File: config.mk
export PLATFORM = sky130hd
export DESIGN_NAME = branch_resolve_ctrl
export DESIGN_NICKNAME = d
export VERILOG_FILES = /design/src/rtl/bp_pkg.sv /design/src/rtl/bp_inflight_fifo.sv /design/src/rtl/branch_resolve_ctrl.sv
export SDC_FILE = /design/constraint.sdc
export NUM_CORES = 1
export LEC_CHECK = 0
export CORE_UTILIZATION = 43
export CTS_BUF_LIST = sky130_fd_sc_hd__clkbuf_8
export CTS_CLUSTER_DIAMETER = 200
export DETAILED_ROUTE_END_ITERATION = 8
export PLACE_DENSITY = 0.64
export SYNTH_ARGS = -nofsm -noshare
export SYNTH_HDL_FRONTEND = slang
export SYNTH_SLANG_ARGS = --single-unit
File: constraint.sdc
create_clock -name clk -period 5.2 [get_ports clk]
set_input_delay 1.04 -clock clk [delete_from_list [all_inputs] [get_ports clk]]
set_output_delay 1.04 -clock clk [all_outputs]
set_load 0.01 [all_outputs]
File: src/rtl/bp_pkg.sv
// Shared definitions for the branch resolution controller: branch codes,
// in-flight queue entry layout and the recovery state encoding.
package bp_pkg;

  localparam int unsigned BR_BEQ    = 0;
  localparam int unsigned BR_BNE    = 1;
  localparam int unsigned BR_BLEZ   = 2;
  localparam int unsigned BR_BGTZ   = 3;
  localparam int unsigned BR_BLTZ   = 4;
  localparam int unsigned BR_BGEZ   = 5;
  localparam int unsigned BR_BLTZAL = 6;
  localparam int unsigned BR_BGEZAL = 7;

  localparam int unsigned BP_ADDR_W = 32;
  localparam int unsigned BP_BR_W   = 4;

  // Reference layout at the default widths; the top packs the same field
  // order generically so non-default widths keep working.
  typedef struct packed {
    logic [BP_BR_W-1:0]   br;
    logic                 pred_taken;
    logic [BP_ADDR_W-1:0] pcplus4;
    logic [BP_ADDR_W-1:0] target;
  } bp_entry_t;

  typedef enum logic [0:0] {
    IDLE    = 1'b0,
    RECOVER = 1'b1
  } bp_state_e;

  function automatic int unsigned entry_width(input int unsigned addr_w,
                                              input int unsigned br_w);
    return br_w + 1 + 2 * addr_w;
  endfunction

endpackage

File: src/rtl/bp_inflight_fifo.sv
// In-order queue of predicted branches awaiting resolution in execute.
// Clear wins over a same-cycle push; push into a full queue needs a pop.
module bp_inflight_fifo #(
  parameter int unsigned DEPTH = 4,
  parameter int unsigned WIDTH = 8
) (
  input  logic             clk,
  input  logic             reset,
  input  logic             push,
  input  logic             pop,
  input  logic             clear,
  input  logic [WIDTH-1:0] wr_data,
  output logic [WIDTH-1:0] rd_data,
  output logic             full,
  output logic             empty
);

  localparam int unsigned PTR_W = $clog2(DEPTH);
  localparam logic [PTR_W:0] DEPTH_C = (PTR_W + 1)'(DEPTH);

  logic [WIDTH-1:0] mem_q [DEPTH];
  logic [PTR_W-1:0] wr_ptr_q, wr_ptr_d;
  logic [PTR_W-1:0] rd_ptr_q, rd_ptr_d;
  logic [PTR_W:0]   count_q, count_d;
  logic             do_push, do_pop;

  assign full    = (count_q == DEPTH_C);
  assign empty   = (count_q == '0);
  assign do_pop  = pop & ~empty;
  assign do_push = push & (~full | do_pop) & ~clear;
  assign rd_data = mem_q[rd_ptr_q];

  // NOTE: every signal assigned here gets a default first, so no path can
  // leave it unassigned and infer a latch.
  always_comb begin
    wr_ptr_d = wr_ptr_q;
    rd_ptr_d = rd_ptr_q;
    count_d  = count_q;
    if (clear) begin
      wr_ptr_d = '0;
      rd_ptr_d = '0;
      count_d  = '0;
    end else begin
      if (do_push) wr_ptr_d = wr_ptr_q + PTR_W'(1);
      if (do_pop)  rd_ptr_d = rd_ptr_q + PTR_W'(1);
      unique case ({do_push, do_pop})
        2'b10:   count_d = count_q + (PTR_W + 1)'(1);
        2'b01:   count_d = count_q - (PTR_W + 1)'(1);
        default: count_d = count_q;
      endcase
    end
  end

  // NOTE: storage is not reset; an entry is only ever read after a push
  // wrote it, and leaving the array reset-free lets it map to plain RAM.
  always_ff @(posedge clk) begin
    if (do_push) mem_q[wr_ptr_q] <= wr_data;
  end

  // NOTE: sequential state uses non-blocking assignments so every flop
  // samples the pre-edge values regardless of statement order.
  always_ff @(posedge clk) begin
    if (reset) begin
      wr_ptr_q <= '0;
      rd_ptr_q <= '0;
      count_q  <= '0;
    end else begin
      wr_ptr_q <= wr_ptr_d;
      rd_ptr_q <= rd_ptr_d;
      count_q  <= count_d;
    end
  end

endmodule

File: src/rtl/branch_resolve_ctrl.sv
// Tracks decode-stage predictions until execute resolves them, updates the
// predictor and on a mispredict redirects the PC and runs a flush sequence.
module branch_resolve_ctrl
  import bp_pkg::*;
#(
  parameter int unsigned DEPTH        = 4,
  parameter int unsigned ADDR_W       = 32,
  parameter int unsigned BR_W         = 4,
  parameter int unsigned FLUSH_CYCLES = 2,
  parameter int unsigned CNT_W        = 16
) (
  input  logic              clk,
  input  logic              reset,
  input  logic              id_valid,
  input  logic [BR_W-1:0]   id_br,
  input  logic              id_pred_taken,
  input  logic [ADDR_W-1:0] id_pcplus4,
  input  logic [ADDR_W-1:0] id_target,
  input  logic              ex_resolve_valid,
  input  logic              ex_actual_taken,
  output logic              id_stall_req,
  output logic              pc_redirect_valid,
  output logic [ADDR_W-1:0] pc_redirect_addr,
  output logic              flush_ifid,
  output logic              flush_idex,
  output logic              upd_valid,
  output logic [BR_W-1:0]   upd_br,
  output logic              upd_taken,
  output logic              recovering,
  output logic              err_underflow,
  output logic [CNT_W-1:0]  mispredict_cnt,
  output logic [CNT_W-1:0]  resolve_cnt
);

  localparam int unsigned ENTRY_W = entry_width(ADDR_W, BR_W);
  localparam int unsigned FC_W    = (FLUSH_CYCLES > 1) ? $clog2(FLUSH_CYCLES) : 1;
  localparam logic [FC_W-1:0] FC_LOAD = FC_W'(FLUSH_CYCLES - 1);

  bp_state_e         state_q, state_d;
  logic [FC_W-1:0]   flush_cnt_q, flush_cnt_d;
  logic              pc_redirect_valid_q, pc_redirect_valid_d;
  logic [ADDR_W-1:0] pc_redirect_addr_q, pc_redirect_addr_d;
  logic              upd_valid_q, upd_valid_d;
  logic [BR_W-1:0]   upd_br_q, upd_br_d;
  logic              upd_taken_q, upd_taken_d;
  logic              err_underflow_q, err_underflow_d;
  logic [CNT_W-1:0]  mispredict_cnt_q, mispredict_cnt_d;
  logic [CNT_W-1:0]  resolve_cnt_q, resolve_cnt_d;

  logic [ENTRY_W-1:0] push_entry, head_entry;
  logic               fifo_full, fifo_empty;
  logic               is_idle, do_pop, do_push, mispredict;
  logic [BR_W-1:0]    head_br;
  logic               head_pred;
  logic [ADDR_W-1:0]  head_pcplus4, head_target;

  assign push_entry   = {id_br, id_pred_taken, id_pcplus4, id_target};
  assign head_target  = head_entry[ADDR_W-1:0];
  assign head_pcplus4 = head_entry[2*ADDR_W-1:ADDR_W];
  assign head_pred    = head_entry[2*ADDR_W];
  assign head_br      = head_entry[ENTRY_W-1 -: BR_W];

  // Decode and execute are both ignored while recovery is in progress.
  assign is_idle    = (state_q == IDLE);
  assign do_pop     = ex_resolve_valid & is_idle & ~fifo_empty;
  assign do_push    = id_valid & is_idle & (~fifo_full | do_pop);
  assign mispredict = do_pop & (head_pred != ex_actual_taken);

  assign id_stall_req = fifo_full & ~ex_resolve_valid;

  bp_inflight_fifo #(
    .DEPTH (DEPTH),
    .WIDTH (ENTRY_W)
  ) u_fifo (
    .clk     (clk),
    .reset   (reset),
    .push    (do_push),
    .pop     (do_pop),
    .clear   (mispredict),
    .wr_data (push_entry),
    .rd_data (head_entry),
    .full    (fifo_full),
    .empty   (fifo_empty)
  );

  always_comb begin
    pc_redirect_valid_d = mispredict;
    pc_redirect_addr_d  = pc_redirect_addr_q;
    upd_valid_d         = do_pop;
    upd_br_d            = upd_br_q;
    upd_taken_d         = upd_taken_q;
    err_underflow_d     = err_underflow_q | (ex_resolve_valid & is_idle & fifo_empty);
    mispredict_cnt_d    = mispredict_cnt_q;
    resolve_cnt_d       = resolve_cnt_q;

    if (do_pop) begin
      upd_br_d    = head_br;
      upd_taken_d = ex_actual_taken;
      if (resolve_cnt_q != '1) resolve_cnt_d = resolve_cnt_q + CNT_W'(1);
    end
    if (mispredict) begin
      pc_redirect_addr_d = ex_actual_taken ? head_target : head_pcplus4;
      if (mispredict_cnt_q != '1) mispredict_cnt_d = mispredict_cnt_q + CNT_W'(1);
    end
  end

  // The counter holds the number of RECOVER cycles left after this one.
  always_comb begin
    state_d     = state_q;
    flush_cnt_d = flush_cnt_q;
    unique case (state_q)
      IDLE: begin
        if (mispredict) begin
          state_d     = RECOVER;
          flush_cnt_d = FC_LOAD;
        end
      end
      RECOVER: begin
        if (flush_cnt_q == '0) state_d = IDLE;
        else                   flush_cnt_d = flush_cnt_q - FC_W'(1);
      end
      default: state_d = IDLE;
    endcase
  end

  always_ff @(posedge clk) begin
    if (reset) begin
      state_q             <= IDLE;
      flush_cnt_q         <= '0;
      pc_redirect_valid_q <= 1'b0;
      pc_redirect_addr_q  <= '0;
      upd_valid_q         <= 1'b0;
      upd_br_q            <= '0;
      upd_taken_q         <= 1'b0;
      err_underflow_q     <= 1'b0;
      mispredict_cnt_q    <= '0;
      resolve_cnt_q       <= '0;
    end else begin
      state_q             <= state_d;
      flush_cnt_q         <= flush_cnt_d;
      pc_redirect_valid_q <= pc_redirect_valid_d;
      pc_redirect_addr_q  <= pc_redirect_addr_d;
      upd_valid_q         <= upd_valid_d;
      upd_br_q            <= upd_br_d;
      upd_taken_q         <= upd_taken_d;
      err_underflow_q     <= err_underflow_d;
      mispredict_cnt_q    <= mispredict_cnt_d;
      resolve_cnt_q       <= resolve_cnt_d;
    end
  end

  assign pc_redirect_valid = pc_redirect_valid_q;
  assign pc_redirect_addr  = pc_redirect_addr_q;
  assign upd_valid         = upd_valid_q;
  assign upd_br            = upd_br_q;
  assign upd_taken         = upd_taken_q;
  assign err_underflow     = err_underflow_q;
  assign mispredict_cnt    = mispredict_cnt_q;
  assign resolve_cnt       = resolve_cnt_q;
  assign recovering        = (state_q == RECOVER);
  assign flush_ifid        = recovering;
  assign flush_idex        = recovering;

endmodule

# Word level (Yosys, flattened, before mapping)
# Memory sizes are Yosys's and may differ from the RTL's. A register that Yosys moved wholly into a read port is not among the register bits.
# Cells that the tools add are included.
# classes
bitwise_logic,18
n_reduce_logical,5
n_mux,12
n_addsub,7
n_eq_ne,7
# op_table
operator,count
16-bit by 1-bit adder with 16-bit output (second input constant),2
32-bit 2-to-1 mux,1
16-bit != test (second input constant),2
1-bit bitwise AND,10
1-bit 2-to-1 mux,6
3-bit case mux with 2 select lines,1
1-bit inverter,5
2-bit by 1-bit adder with 2-bit output (second input constant),2
2-bit 2-to-1 mux,2
1-bit case mux with 2 select lines,2
2-bit AND reduction,2
3-bit by 1-bit adder with 3-bit output (second input constant),1
3-bit == test (second input constant),1
3-bit logical NOT,1
1-bit bitwise OR,3
3-bit by 1-bit subtractor with 3-bit output (second input constant),1
2-bit by 1-bit == test with 1-bit output (second input constant),1
2-bit == test (second input constant),1
2-bit by 1-bit != test with 1-bit output (second input constant),1
2-bit nonzero test,1
2-bit OR reduction,1
1-bit != test,1
1-bit subtractor (second input constant),1
# totals
ram_bits,276
n_memories,1
wordCells,63
regBits,81
# memory_table
name,depth,width,read_ports,rd_clocked_by_memory_dff,wr,line_no,text
u_fifo.mem_q,4,69,1,1,1,bp_inflight_fifo.sv:21,logic [WIDTH-1:0] mem_q [DEPTH];

# Logic depth before layout (Yosys ltp)
# Gate-level depths: netlist of run 1.
# depth
word_depth,9
depth_mapped,15

# Hierarchy
# From an unflattened synthesis of run 1, not the netlist that was laid out.
# unflattened
hier_cells,812
hier_area_um2,13877.1
# by_module_without_submodules
module,n_inst,area_per_inst_um2,cells_per_inst
bp_inflight_fifo,1,10453.8,418
branch_resolve_ctrl,1,3423.3,394

# Worst setup path before layout of run 1
# Ideal clock, no wire load.
# synth_path
kind,input to register
startpoint,input port ex_resolve_valid
endpoint,"memory u_fifo.mem_q[0][0] in the netlist's numbering, enable pin"
arrival_time_ns,3.656
setup_time_ns,0.435
path_stages,8
slack_ns,1.109
n_path_buf,2
cell_sequence,nand2b_1 or2_1 clkbuf_1 inv_1 and2_1 buf_6 nor2b_1 and2_1
# synth_via
elab_chain_len,8
# synth_lines
item,line_no,text
from (decl),branch_resolve_ctrl.sv:19,"input logic ex_resolve_valid,"
1-bit bitwise AND * (2 in a row),branch_resolve_ctrl.sv:65,assign do_pop = ex_resolve_valid & is_idle & ~fifo_empty;
1-bit bitwise OR / 1-bit bitwise AND (equally long branches),"branch_resolve_ctrl.sv:66, bp_inflight_fifo.sv:29",
1-bit bitwise AND / 1-bit bitwise OR (equally long branches),"branch_resolve_ctrl.sv:66, bp_inflight_fifo.sv:30",
1-bit bitwise AND,bp_inflight_fifo.sv:30,assign do_push = push & (~full | do_pop) & ~clear;
1-bit bitwise AND *,bp_inflight_fifo.sv:30,
1-bit 2-to-1 mux *,bp_inflight_fifo.sv:57,if (do_push) mem_q[wr_ptr_q] <= wr_data;
1-bit 2-to-1 mux (implied by the code) *,bp_inflight_fifo.sv:57,
to (decl),bp_inflight_fifo.sv:21,
# Every way passes the cells marked *; elsewhere a longest branch is shown, timed or not.

# Worst setup path after layout of run 1
# layout_path
startpoint,input port ex_resolve_valid
endpoint,"memory u_fifo.mem_q[1][45] in the netlist's numbering, enable pin"
# The elaborated chain is that of the path after synthesis.

==> summary.md, run 1 <==
| Metric | Value |
|---|---|
| Fin. max-slew vios | `0` |
| Initial antenna violation count | `0` |
| Critical path's most frequent cell | `and2_4` |
| Die Ht | `181 um` |
| Critical path's largest stage delay | `640 ps` |
| Core area | `31,500 sq um` |
| Fin crit share | `71.9%` |
| Number of flops mapped to enable cells by yosys | `276` |
| Inserted Clock Buffers | `58` |
| Async S/R FF share, synth | `0%` |
| RSZ-0062 raised after global routing | `false` |
| Total gr overflow | `0` |
| Pleak | `5.43 nW` |
| Final WL | `26,600 um` |
| Seq/Total Area, Yosys | `72.6%` |
| Syn_area_per_cell | `17.5 sq um` |
| Full die area | `32,600 sq um` |
| Area contributors post-synth | `edfxtp_1 (60%), dfxtp_1 (12%), mux4_2 (11%), mux2i_1 (2.6%), a211oi_1 (1.9%)` |
| Relative slew slack | `33.8%` |
| WS Path Type | `input port to flip-flop` |
| Placed instance area | `15,600 sq um` |
| Post-CTS setup buffers | `0` |
| PD cells | `461 nW/um^2` |
| Root Buffer | `clkbuf_8` |
| Most frequent cells in the layout | `edfxtp_1 (276), clkdlybuf4s50_1 (147), dfxtp_1 (81)` |
| Vias per inst | `5.26` |
| CTS resizes | `0` |
| CP arrival | `4000 ps` |
| DP HPWL | `15,700 um` |
| Area of the mapped netlist | `13,700 sq um` |
| Gpl congestion | `0.820` |
| CTS tree | `done` |
| Critical Path RT | `5460 ps` |
| Comb pwr share | `22.9%` |
| Synthesized flop and latch total | `359` |
| Worst-path clk slew | `60 ps` |
| Largest net degree at the start of global routing | `84` |
| Vias in the first global route | `7,456` |
| Clock Path Buffers | `3` |
| Die X | `181 um` |
| Post-synth top area cell | `edfxtp_1` |
| Class of the worst hold path | `flip-flop to flip-flop` |
| CTS sink count | `359` |
| DRC Markers | `0` |
| Mapped Nets | `864` |
| Switching part of the total | `27.5%` |
| Status | `completed` |
| Final hold violations | `0` |
| WL met2 | `12,900 um` |
| Peak Freq | `0.267 GHz` |
| Startpoint types | `input port` |
| Non-Filler Instances | `1,405` |
| Layout Skew | `27.4 ps` |
| Post-Syn Instances | `782` |
| Worst setup EP type | `flip-flop` |
| VDD IR max | `0.000261 V` |
| IO buf count | `149` |
| Routed Antenna Nets | `0` |
| Worst-Skew Late Latency | `590 ps` |
| Primary FF master, synth | `edfxtp_1` |
| Post-Place Cells | `1,296` |
| Yosys top cell area share | `60.5%` |
| Routed via count | `7,396` |
| Distinct cells, synth | `44` |
| Final Cell Area | `16,600 sq um` |
| Slew @ Worst Pin | `993 ps` |
| Area growth syn-to-layout | `21.4%` |
| Metal3 WL | `1280 um` |
| Nets | `1,036` |
| Commonest non-fill, non-tap cell in the layout | `edfxtp_1` |
| CP Max Fanout | `42` |
| GRT Total Usage | `16.6%` |
| H-tree levels | `2` |
| WL per Instance | `18.9 um` |
| Ys Warns | `0` |
| Setup-failing EPs final | `0` |
| DR top layer | `met4` |
| Fill cells | `2,577` |
| DRT Pass-1 Iters | `5` |
| Fin crit period | `3740 ps` |
| Starting Density | `43.6%` |
| Layout Utilization | `52.9%` |
| Highest-delay cell along the critical path | `and2_4` |
| First-pass GRT wire length | `41,900 um` |
| Share of power burned in registers | `49.1%` |
| Clock Power Share | `28.1%` |
| Met1 wire length | `12,000 um` |
| Setup TNS | `0 ps` |
| Initial DRC count | `521` |
| R2R setup slack | `1810 ps` |
| Max cap viols | `0` |
| Post-CTS Hold Buffers | `0` |
| P_int | `5.56 mW` |
| IO Pins | `150` |
| Critical-path cell list | `clkdlybuf4s50_1, nand2b_1, or2_1, inv_1, and2_4, nor2b_1, and2_4, buf_12` |
| Sw Pwr | `2.11 mW` |
| Layout cell share with drive strength beyond 1 | `15.7%` |
| # rows | `65` |
-- sequential cells by signal (all words and copies together), names as in the netlist, 2 cells and up, named ones only --
signal / flops
u_fifo.wr_ptr_q: 2
u_fifo.mem_q: 276
u_fifo.rd_ptr_q: 2
upd_br: 4
u_fifo.count_q: 3
mispredict_cnt: 16
resolve_cnt: 16
pc_redirect_addr: 32
-- cell families (layout without fill, tap and decap cells) --
logic type / after synthesis / after routing / synth area share, %
flops: 359 / 359 / 72.6
compound gates: 69 / 69 / 3.37
other cells: 0 / 1 / 0
fa+ha+maj: 8 / 8 / 0.785
buf+inv: 56 / 276 / 1.90
xor+xnor: 23 / 23 / 1.52
mux: 105 / 105 / 14.0
simple gates: 162 / 162 / 5.88
-- synth_stat cells, types with 3 or more instances --
cell,count
nand2_1,19
dfxtp_1,83
nor2_1,66
and2_1,5
xnor2_1,11
nor4_1,5
mux2i_1,35
a21oi_1,17
ha_1,7
and4_1,4
a211oi_1,34
nand4_1,11
and3_1,5
o21ai_0,8
inv_1,11
buf_6,3
buf_1,3
buf_2,16
xor2_1,11
nor4b_1,4
a31oi_1,5
nor2b_1,3
mux4_2,69
clkbuf_1,21
nand3_1,14
edfxtp_1,276
nor3_1,11
or3_1,7
-- cell type report --
cell class | instances | area, sq um | area share [%]
sequential | 359 | 9960 | 59.8
multi-input combinational | 367 | 3510 | 21.1
timing repair buffer | 157 | 1590 | 9.57
clock buffer | 59 | 812 | 4.88
tap | 402 | 503 | 3.02
clock inverter | 49 | 228 | 1.37
inverter | 11 | 41.3 | 0.248
antenna | 1 | 2.50 | 0.0150
-- worst max-delay path, delay by kind of cell --
family	cells	cell delay, ps
and+or+nand+nor	5	1790
buffers and inverters	3	1140
-- final timing paths --
| check | cells past startpoint | startpoint | end |
|---|---|---|---|
| setup / recovery | 8 | ex_resolve_valid | u_fifo.mem_q[1][45]$_DFFE_PP_ |
| hold reg to reg | 2 | upd_br[3]$_SDFFE_PP0P_ | upd_br[3]$_SDFFE_PP0P_ |
| hold / removal | 2 | upd_br[3]$_SDFFE_PP0P_ | upd_br[3]$_SDFFE_PP0P_ |
| setup reg to reg | 7 | u_fifo.count_q[0]$_SDFFE_PP0P_ | u_fifo.mem_q[1][45]$_DFFE_PP_ |
-- power by group through the flow --
stage	sequential (mW)	combinational, mW	clock [mW]
after CTS	3.78	1.80	2.22
final	3.77	1.75	2.16
after floorplan	3.81	1.21	0
after global routing	3.82	1.92	2.37
after global placement	3.82	1.78	0
after detailed placement	3.83	1.80	0
-- stage by stage --
stage	power, mW	hold slack (ps)	setup WS, ps
2_1_floorplan	5.01	454	1110
3_3_place_gp	5.60	458	908
3_5_place_dp	5.63	453	863
4_1_cts	7.80	465	1440
5_1_grt	8.11	506	1230
6_report	7.68	461	1460
-- per-layer routing --
| metal | global-route usage, % | vias up |
|---|---|---|
| met5 | 0 | - |
| met1 | 22.8 | 3702 |
| met3 | 3.50 | 37 |
| li1 | - | 3448 |
| met2 | 27.1 | 209 |
| met4 | 4.38 | 0 |
(Power assumes the default switching activity.)
==> run 2: changes to the inputs <==
--- a/config.mk
+++ b/config.mk
@@ -9,7 +9,7 @@
 export CTS_BUF_LIST = sky130_fd_sc_hd__clkbuf_8
 export CTS_CLUSTER_DIAMETER = 200
 export DETAILED_ROUTE_END_ITERATION = 8
-export PLACE_DENSITY = 0.64
+export PLACE_DENSITY = 0.66
 export SYNTH_ARGS = -nofsm -noshare
 export SYNTH_HDL_FRONTEND = slang
 export SYNTH_SLANG_ARGS = --single-unit
==> constraint.sdc (replaced) <==
create_clock -name clk -period 3.25 [get_ports clk]
set_input_delay 0.65 -clock clk [delete_from_list [all_inputs] [get_ports clk]]
set_output_delay 0.65 -clock clk [all_outputs]
set_load 0.01 [all_outputs]
==> summary.md, run 2 (synthesis results as in run 1) <==
| Metric | Value |
|---|---|
| Total gr overflow | `0 (unchanged)` |
| Status | `completed` |
| Layout cell share with drive strength beyond 1 | `17.3% (+1.6 points)` |
| Max FFs per register | `276 (unchanged)` |
| Post-CTS setup buffers | `0 (unchanged)` |
| Root Buffer | `clkbuf_8` |
| Pleak | `5.48 nW (+0.93%)` |
| P_int | `8.93 mW (+60%)` |
| DRC Markers | `0 (unchanged)` |
| Critical path's largest stage delay | `640 ps (about the same)` |
| Final hold violations | `0 (unchanged)` |
| Share of power burned in registers | `48.4% (-0.7 points)` |
| DRT Pass-1 Iters | `5 (unchanged)` |
| Clock Path Buffers | `3 (unchanged)` |
| Peak Freq | `0.359 GHz` |
| Initial DRC count | `448 (-14%)` |
| Critical Path Source | `ex_resolve_valid` |
| Fin. max-slew vios | `0 (unchanged)` |
| First-pass GRT wire length | `42,800 um (+2.3%)` |
| Sw Pwr | `3.40 mW (+61%)` |
| Gpl congestion | `0.829 (+1.0%)` |
| Setup-failing EPs final | `0 (unchanged)` |
| Area growth syn-to-layout | `22.5%` |
| Comb pwr share | `24.1% (+1.2 points)` |
| IO buf count | `149 (unchanged)` |
| CTS tree | `done` |
| CTS sink count | `359 (unchanged)` |
| GRT Total Usage | `17.1% (+0.51 points)` |
| CTS resizes | `0 (unchanged)` |
| CP Depth | `3 (-5)` |
| R2R setup slack | `590 ps (-1220 ps)` |
| Critical path's most frequent cell | `clkdlybuf4s50_1` |
| Placed instance area | `15,800 sq um (+1.1%)` |
| Starting Density | `43.6% (unchanged)` |
| Setup TNS | `0 ps (unchanged)` |
| Critical path's top delay family | `buffers and inverters` |
| Die Ht | `181 um (unchanged)` |
| Met3 Use GR | `4.83% (+1.3 points)` |
| Post-CTS Hold Buffers | `0 (unchanged)` |
| Critical-path cell list | `clkdlybuf4s50_1, nor4b_1, clkdlybuf4s50_1` |
| Final WL | `27,300 um (+2.7%)` |
| Highest-delay cell along the critical path | `clkdlybuf4s50_1` |
| IO Pins | `150 (unchanged)` |
| Cells on worst reg2reg path | `12 (+5)` |
| Vias in the first global route | `7,723 (+3.6%)` |
| Relative slew slack | `31.1% (-2.6 points)` |
| Total Power | `12.3 mW (+61%)` |
| Layout Skew | `16.6 ps (-10.9 ps)` |
| Startpoint types | `input port` |
| Setup crit end | `id_stall_req` |
| Fin crit share | `85.7%` |
| Die X | `181 um (unchanged)` |
| CP arrival | `2140 ps (-1860 ps)` |
| PD cells | `734 nW/um^2 (+59%)` |
| Clock Power Share | `27.4% (-0.7 points)` |
| Routed Antenna Nets | `0 (unchanged)` |
| Most frequent cells in the layout | `edfxtp_1 (276), clkdlybuf4s50_1 (147), dfxtp_1 (81)` |
| Largest net degree at the start of global routing | `80 (-4.8%)` |
| Class of the worst hold path | `flip-flop to flip-flop` |
| Full die area | `32,600 sq um (unchanged)` |
| WS Path Type | `input port to primary output` |
| Met1 GRT Util | `22.4% (-0.36 points)` |
| Met2 usage | `28.1% (+0.98 points)` |
| Routed via count | `7,495 (+1.3%)` |
| # rows | `65 (unchanged)` |
| CP Max Fanout | `3 (-93%)` |
| Max cap viols | `0 (unchanged)` |
| Commonest non-fill, non-tap cell in the layout | `edfxtp_1` |
| Fin crit period | `2790 ps` |
| DP HPWL | `16,100 um (+3.1%)` |
| Initial antenna violation count | `3 (+3)` |
| WL per Instance | `19.2 um (+1.7%)` |
| Vias per inst | `5.28 (+0.34%)` |
| Final Cell Area | `16,800 sq um (+0.90%)` |
| RSZ-0062 raised after global routing | `false` |
| Worst-path clk slew | `50 ps (about the same)` |
| Largest Register | `u_fifo.mem_q` |
| Worst slack at placement | `144 ps (-720 ps)` |
| Inserted Clock Buffers | `57 (-1.7%)` |
| Worst-Skew Late Latency | `580 ps (about the same)` |
| Fin Hold WS | `474 ps (+13.1 ps)` |
| Switching part of the total | `27.6% (+0.033 points)` |
| VDD IR max | `0.000361 V (+38%)` |
| GR peak layer | `met2` |
| Nets | `1,049 (+1.3%)` |
| Core area | `31,500 sq um (unchanged)` |
| H-tree levels | `2 (unchanged)` |
| Slew @ Worst Pin | `1030 ps (+39.6 ps)` |
| Worst R2R End | `u_fifo.count_q[2]$_SDFFE_PP0P_` |
| Setup ws final | `464 ps (-995 ps)` |
| Worst path bufs/invs | `2 (-1)` |
| Critical Path RT | `2600 ps (-2860 ps)` |
| Worst setup EP type | `primary output` |
[run 2: worst reg2reg max path, stage by stage, from the launching register on]
cell	delay [ps]
dfxtp_4	360
mux4_2	520
xor2_2	270
and2_4	200
nor2b_1	50
inv_1	60
ha_1	170
inv_1	60
fa_1	370
xor2_1	150
nor2_1	110
xnor2_1	140
nor3_1	60
[run 2: final cells by class]
cell class	count	area [sq um]
tap	402	503
inverter	11	41.3
multi-input combinational	367	3510
clock buffer	60	826
clock inverter	46	191
antenna	3	7.51
fill	2518	14700
sequential	359	9960
timing repair buffer	171	1760
[run 2: worst min path at each step]
stage	end	startpoint	cells past startpoint	slack, ps
6_report	upd_br[3]$_SDFFE_PP0P_	upd_br[3]$_SDFFE_PP0P_	2	470
5_1_grt	upd_taken$_SDFFE_PP0P_	upd_taken$_SDFFE_PP0P_	2	490
4_1_cts	upd_br[3]$_SDFFE_PP0P_	upd_br[3]$_SDFFE_PP0P_	2	470
3_5_place_dp	upd_br[3]$_SDFFE_PP0P_	upd_br[3]$_SDFFE_PP0P_	2	470
3_3_place_gp	upd_br[3]$_SDFFE_PP0P_	upd_br[3]$_SDFFE_PP0P_	2	460
2_1_floorplan	flush_cnt_q$_SDFFE_PP0P_	flush_cnt_q$_SDFFE_PP0P_	2	450
[run 2: power groups by stage]
stage / Clock [mW] / Combinational (mW) / Sequential (mW)
after global placement: 0 / 3.01 / 6.04
after floorplan: 0 / 1.94 / 6.07
after global routing: 3.70 / 3.26 / 6.04
after detailed placement: 0 / 3.04 / 6.07
final: 3.38 / 2.97 / 5.97
after CTS: 3.50 / 3.05 / 5.98
[run 2: through the flow]
step	util [%]	cells
after global placement	50.1	1310
after detailed placement	50.1	1310
after floorplan	-	782
after CTS	53.4	1416
final	53.4	1419
after global routing	53.4	1416
[run 2: per-layer routing]
layer	wire [um]	part of all wire, %
met5	0	0
met4	388	1.4
met3	2060	7.5
met1	11600	43
met2	13200	48
